<file path="src/rtl/ps2_byte_receiver.sv">
// PS/2 device-to-host byte receiver: synchronizes and filters ps2_clk, then deframes start/8 data/odd parity/stop.
// Result pulses appear one cycle after the filtered falling edge; there is no backpressure and the PS/2 device sets the pace.
module ps2_byte_receiver #(
    parameter int FILTER_LEN     = 8,
    parameter int TIMEOUT_CYCLES = 5000
) (
    input  logic       clk,
    input  logic       reset,
    input  logic       ps2_clk,
    input  logic       ps2_data,
    output logic       ps2_key_en,
    output logic [7:0] ps2_key_data,
    output logic       parity_err,
    output logic       frame_err,
    output logic       busy
);
    localparam int FW = $clog2(FILTER_LEN + 1);
    localparam int TW = $clog2(TIMEOUT_CYCLES + 1);

    typedef enum logic [1:0] {IDLE, DATA, PARITY, STOP} state_t;

    state_t        state;
    logic          ps2_clk_s1, ps2_clk_s2;
    logic          ps2_data_s1, ps2_data_s2;
    logic          filt_clk, filt_clk_d;
    logic [FW-1:0] filt_cnt;
    logic [TW-1:0] to_cnt;
    logic [2:0]    bit_cnt;
    logic [7:0]    shift_reg;
    logic          parity_bit;
    logic          fall;

    assign fall = filt_clk_d & ~filt_clk;
    assign busy = (state != IDLE);

    // The filtered clock only moves after FILTER_LEN consecutive cycles at the new level.
    always_ff @(posedge clk) begin
        if (reset) begin
            ps2_clk_s1  <= 1'b1;
            ps2_clk_s2  <= 1'b1;
            ps2_data_s1 <= 1'b1;
            ps2_data_s2 <= 1'b1;
            filt_clk    <= 1'b1;
            filt_clk_d  <= 1'b1;
            filt_cnt    <= '0;
        end else begin
            ps2_clk_s1  <= ps2_clk;
            ps2_clk_s2  <= ps2_clk_s1;
            ps2_data_s1 <= ps2_data;
            ps2_data_s2 <= ps2_data_s1;
            filt_clk_d  <= filt_clk;
            if (ps2_clk_s2 == filt_clk) begin
                filt_cnt <= '0;
            end else if (filt_cnt == FW'(FILTER_LEN - 1)) begin
                filt_clk <= ps2_clk_s2;
                filt_cnt <= '0;
            end else begin
                filt_cnt <= filt_cnt + 1'b1;
            end
        end
    end

    always_ff @(posedge clk) begin
        if (reset) begin
            state        <= IDLE;
            to_cnt       <= '0;
            bit_cnt      <= '0;
            shift_reg    <= '0;
            parity_bit   <= 1'b0;
            ps2_key_en   <= 1'b0;
            ps2_key_data <= '0;
            parity_err   <= 1'b0;
            frame_err    <= 1'b0;
        end else begin
            ps2_key_en <= 1'b0;
            parity_err <= 1'b0;
            frame_err  <= 1'b0;
            if (state == IDLE) begin
                to_cnt <= '0;
                if (fall) begin
                    if (!ps2_data_s2) begin
                        state   <= DATA;
                        bit_cnt <= '0;
                    end else begin
                        frame_err <= 1'b1;
                    end
                end
            end else if (fall) begin
                // An edge coinciding with the timeout threshold wins and restarts the count.
                to_cnt <= '0;
                case (state)
                    DATA: begin
                        shift_reg <= {ps2_data_s2, shift_reg[7:1]};
                        bit_cnt   <= bit_cnt + 1'b1;
                        if (bit_cnt == 3'd7) state <= PARITY;
                    end
                    PARITY: begin
                        parity_bit <= ps2_data_s2;
                        state      <= STOP;
                    end
                    default: begin
                        state <= IDLE;
                        if (!ps2_data_s2) begin
                            frame_err <= 1'b1;
                        end else if (^{shift_reg, parity_bit}) begin
                            ps2_key_en   <= 1'b1;
                            ps2_key_data <= shift_reg;
                        end else begin
                            parity_err <= 1'b1;
                        end
                    end
                endcase
            end else if (to_cnt == TW'(TIMEOUT_CYCLES - 1)) begin
                state     <= IDLE;
                to_cnt    <= '0;
                shift_reg <= '0;
                frame_err <= 1'b1;
            end else begin
                to_cnt <= to_cnt + 1'b1;
            end
        end
    end
endmodule

</file>
<file path="config.mk">
export PLATFORM = sky130hd
export DESIGN_NAME = ps2_byte_receiver
export DESIGN_NICKNAME = d
export VERILOG_FILES = /design/src/rtl/ps2_byte_receiver.sv
export SDC_FILE = /design/constraint.sdc
export NUM_CORES = 1
export LEC_CHECK = 0
export BUFFER_PORTS_ARGS = -buffer_cell sky130_fd_sc_hd__buf_2
export CORE_AREA = 3 3 73 75
export CTS_BUF_LIST = sky130_fd_sc_hd__clkbuf_2 sky130_fd_sc_hd__clkbuf_4 sky130_fd_sc_hd__clkbuf_8
export CTS_CLUSTER_SIZE = 14
export DETAILED_ROUTE_END_ITERATION = 8
export DIE_AREA = 0 0 76 78
export SLEW_MARGIN = 25
export SYNTH_ARGS = -nofsm -noshare
export SYNTH_HDL_FRONTEND = slang
export SYNTH_SLANG_ARGS = --single-unit
</file>
<file path="constraint.sdc">
create_clock -name clk -period 2.3 [get_ports clk]
set_clock_uncertainty 0.1 [all_clocks]
set_input_delay 0.23 -clock clk [delete_from_list [all_inputs] [get_ports clk]]
set_output_delay 0.23 -clock clk [all_outputs]
set_load 0.02 [all_outputs]
</file>
Word-level counts from Yosys, hierarchy flattened:

Cells that the tools add are included.

* $add $sub $neg: 3
* multiplexer cells: 24
* eq/ne operators: 10
* bitwise logic cells: 7
* reductions and logical operators: 15

Operators with widths (number)
* 2-to-1 mux 8 bit: 3
* 2-to-1 mux 3 bit: 5
* adder 13 x 1 -> 13 bit (second input constant): 1
* equality test 13 bit (second input constant): 1
* 2-to-1 mux 2 bit: 6
* 2-to-1 mux 1 bit: 9
* AND reduction 3 bit: 3
* XOR reduction 9 bit: 1
* inverter 1 bit: 6
* nonzero test 2 bit: 3
* OR reduction 6 bit: 1
* AND reduction 5 bit: 1
* adder 4 x 1 -> 4 bit (second input constant): 1
* equality test 4 x 3 -> 1 bit (second input constant): 1
* inequality test 2 bit (second input constant): 2
* inequality test 4 bit (second input constant): 1
* case mux 2 bit (2 select lines): 1
* AND reduction 4 bit: 1
* OR reduction 4 bit: 1
* adder 3 x 1 -> 3 bit (second input constant): 1
* equality test 3 bit (second input constant): 1
* OR reduction 3 bit: 1
* equality test 2 x 1 -> 1 bit (second input constant): 1
* equality test 2 bit (second input constant): 1
* 6 further kinds: 6

* bits of input ports: 4
* flip-flop bits (word level): 48
* logic and storage cells: 75
* output and inout bits: 12

Longest topological paths before layout:

* depth in word-level cells: 5
* mapped depth: 9
* gate-level depth less buffers: 7

Worst setup path before layout:

OpenSTA, ideal clock, no wires.

* path type: register -> register
* start: register state[0]
* end: register state[0]
* stages on the path, launching flop included: 10
* arrival: 1.873 ns
* data required time: 2.114 ns
* clock period less this slack: 2.058 ns
* setup slack: 0.242 ns
* library setup time: 0.086 ns
* path buffers: 2
* path through: dfxtp_1 > inv_1 > ha_1 > clkbuf_1 > nor4bb_1 > clkbuf_1 > a22oi_1 > o21ai_0 > a211oi_1 > a211oi_1

* longest elaborated chain between the ends: 4
* elaborated cells on any way between the ends: 10
* classes of those cells: eq/ne (5); mux (3); reduce/logical (2)

RTL lines
* start, declared: line 22 `state_t state;`
* start signal, assigned: line 65 `state <= IDLE;`
* start signal, assigned: line 82 `state <= DATA;`
* start signal, assigned: line 95 `if (bit_cnt == 3'd7) state <= PARITY;`
* equality test 2 bit or equality test 2 x 1 -> 1 bit (tied branches): line 91 `case (state)`
* case mux 2 bit (2 select lines): line 91
* 2-to-1 mux 2 bit: line 88 `end else if (fall) begin`
* 2-to-1 mux 2 bit: line 78 `if (state == IDLE) begin`

Several ways; a longest one is shown, not always the timed one.
A chain may end at the register's enable or synchronous reset.

Worst setup path after layout:

* start: register to_cnt[3]
* end: register shift_reg[5]

* longest elaborated chain between the ends: 3

RTL lines
* start, declared: line 27 `logic [TW-1:0] to_cnt;`
* start signal, assigned: line 119 `to_cnt <= to_cnt + 1'b1;`
* equality test 13 bit: line 113 `end else if (to_cnt == TW'(TIMEOUT_CYCLES - 1)) begin`
* nonzero test 2 bit (no source line)
* AND reduction 3 bit (no source line)
* end signal, assigned: line 93 `shift_reg <= {ps2_data_s2, shift_reg[7:1]};`
* end, declared: line 29 `logic [7:0] shift_reg;`

Every way passes these cells.

==> impl_metrics.ini <==
[worst_hold_path]
worst_hold_path_type = input port to flop

[global_routing]
first_global_vias = 1460
grt_first_pass_wirelength_um = 6530
grt_start_max_net_pins = 33
initial_antenna_violation_count = 0
globalRoute.totalOverflow = 0
grt_util_all_layers_pct = 13.5

[routing]
detailroute.via_count = 1504
drt.antenna.violating_nets = 0
first_iteration_detailed_routing_drc_count = 63
dr.pass1.iters = 4
routed_wire_length_per_instance_um = 11.6
drt-vias-per-instance = 4.81
remaining_drc_errors = 0
drt-total-wl_um = 3630

[critical_path]
cp_slowest_stage_delay_ps = 550
critPathArrivalTime_ps = 2210
cp_max_fo = 8
worst-setup-path-type = flop to flop
timing.critical_path.max_delay_family = simple AND/OR/NAND/NOR gates
path_buf_inv = 0
end_kind = flop
cp_data_required_time_ps = 2380
crit_slowest_cell = sky130_fd_sc_hd__or4b_1
start_kind = flop
crit_chain = or4b_1, or4_4, a21oi_4, a2bb2oi_1, nor2_1

[logic_synthesis]
netlist-cell-type-count = 36
synth_top_area_share_pct = 46.0
syn-cell-area_sq_um = 2090
postSynthCellCount = 226
ys_dominant_reg_cell = sky130_fd_sc_hd__dfxtp_1
yosys.cell_count.top_type = sky130_fd_sc_hd__dfxtp_1
synth_top_cells_by_area = sky130_fd_sc_hd__dfxtp_1 46%, sky130_fd_sc_hd__ha_1 5.4%, sky130_fd_sc_hd__nor2_1 5.4%
synth-edff-count = 0
synth.ff_latch_count = 48
seq_area_frac_synth_pct = 46.0
commonest_cells_post_synth = 48 x sky130_fd_sc_hd__dfxtp_1, 30 x sky130_fd_sc_hd__nor2_1, 13 x sky130_fd_sc_hd__inv_1
synth_largest_area_cell = sky130_fd_sc_hd__dfxtp_1
synthesis.nets = 239
ys_async_sr_fraction_pct = 0
per_instance_average_area_after_synthesis_sq_um = 9.25
synthesis.yosys.warnings = 0

[floorplan]
die_w_um = 76
die_height_um = 78
num_rows = 25
floorplan.initialDensity_pct = 44.2
die_area_sq_um = 5930
core_sq_um = 4720
top_level_ports = 16

[cts]
postCtsHoldBufs = 0
post-cts-setup-buffer-count = 0
post_cts.resized_instances = 0
cts_tree = built
clk-insertion-delay-late_ps = 290
cts.htree.levels = 2
clock_tree.root_cell = sky130_fd_sc_hd__clkbuf_8
clock_slew_at_the_register_clock_pins_of_the_worst_setup_and_hold_paths_ps = 80
tritoncts.num_buffers = 5
max-clock-path-buffers = 2
clkSinkCount = 48

[sta]
achievable_freq_mhz = 468
finalSetupViolations = 0
fin_crit_sh_pct = 92.8
setup-tns-final_ps = 0
unrepaired_setup_endpoints_after_global_routing = no
period_needed_ps = 2130
worst_pin_slew_ps = 438
finalMaxSlewViolations = 0
maxSlewHeadroom_pct = 70.8
timing_hold_violations_final = 0

[placed_design]
detailedPlacementHpwl_um = 2550
port-buffer-count = 15
dp_cells = 306
place_congestion = 0.754

[pwr]
power_leakage_nw = 0.895
combPwrFrac_pct = 1.7
cellPowerDensity_nw_per_um2 = 591
irDropWorstVdd_v = 0.000307
pwr-share-clk_pct = 37.9
power_switching_mw = 0.279
internal_power_mw = 1.11
fraction_of_power_consumed_by_sequential_logic_pct = 60.3
power.share.switching_pct = 20.1

[final_layout]
largest_reg_flops = 13
syn2layout_area_growth_pct = 12.8
layout-drive-gt1-share_pct = 17.5
antenna_cells = 0
fin_nets = 259
layout.cells.non_filler = 313

[run_status]
outcome = finished clean

[run]
max_cap_violations = 0
logic make-up after synthesis:
family | count (synthesis) | share of synthesized area (%)
flip-flops | 48 | 46.0
AO/OA/AOI/OAI | 37 | 11.4
AND/OR/NAND/NOR | 86 | 22.0
buffers and inverters | 22 | 4.31
XOR/XNOR | 22 | 9.94
adder cells (fa/ha/maj) | 9 | 5.39
multiplexers | 2 | 0.958
power by group through the flow:
stage / sequential [mW] / clock, mW / combinational (mW)
floorplan: 0.861 / 0 / 0.0133
global placement: 0.859 / 0 / 0.0244
detailed placement: 0.859 / 0 / 0.0244
CTS: 0.840 / 0.545 / 0.0246
global route: 0.841 / 0.587 / 0.0270
finish: 0.840 / 0.528 / 0.0241
cell usage in the layout, fill, tap and decap left out, types with 7 or more instances in the layout:
cell type	count
sky130_fd_sc_hd__a21oi_1	12
sky130_fd_sc_hd__a2bb2oi_1	8
sky130_fd_sc_hd__buf_2	15
sky130_fd_sc_hd__buf_4	7
sky130_fd_sc_hd__clkbuf_8	7
sky130_fd_sc_hd__dfxtp_1	48
sky130_fd_sc_hd__ha_1	9
sky130_fd_sc_hd__inv_1	13
sky130_fd_sc_hd__nand2_1	10
sky130_fd_sc_hd__nor2_1	30
sky130_fd_sc_hd__o21ai_0	11
sky130_fd_sc_hd__xnor2_1	12
sky130_fd_sc_hd__xor2_1	9
metrics by stage:
step / hold WS [ps] / power [mW] / utilization [%] / instance area (sq um) / setup slack [ps]
global placement: 293 / 0.884 / 47.8 / 2260 / 208
global route: 7.53 / 1.46 / 49.9 / 2360 / 15.1
CTS: 3.38 / 1.41 / 49.9 / 2360 / 154
finish: 13.9 / 1.39 / 49.9 / 2360 / 166
floorplan: 234 / 0.874 / - / 2090 / 242
detailed placement: 296 / 0.884 / 47.8 / 2260 / 170
metal layers:
layer  track usage, %  up-vias  share of wire, %  wire (um)
met1             16.9      675                52       1900
met4             5.43        0               1.4         51
li1                 -      806                 -          -
met3             3.94        6               2.9        104
met2             21.9       17                43       1580
met5                0        -                 0          0
worst paths after layout:
kind / start / to / slack [ps] / cells past startpoint
worst max-delay path: to_cnt[3] / shift_reg[5] / 170 / 5
worst min-delay path: ps2_data / ps2_data_s1 / 10 / 2
worst max register to register: to_cnt[3] / shift_reg[5] / 170 / 5
worst min register to register: ps2_clk_s1 / ps2_clk_s2 / 310 / 1
final cells by class:
type | instances | area (sq um)
flip-flops and latches | 48 | 961
multi-input cells | 156 | 1040
repair buffers | 22 | 128
inverters | 13 | 48.8
well taps | 67 | 83.8
clock buffers | 7 | 96.3
fillers | 465 | 2370
(Power assumes the default switching activity.)
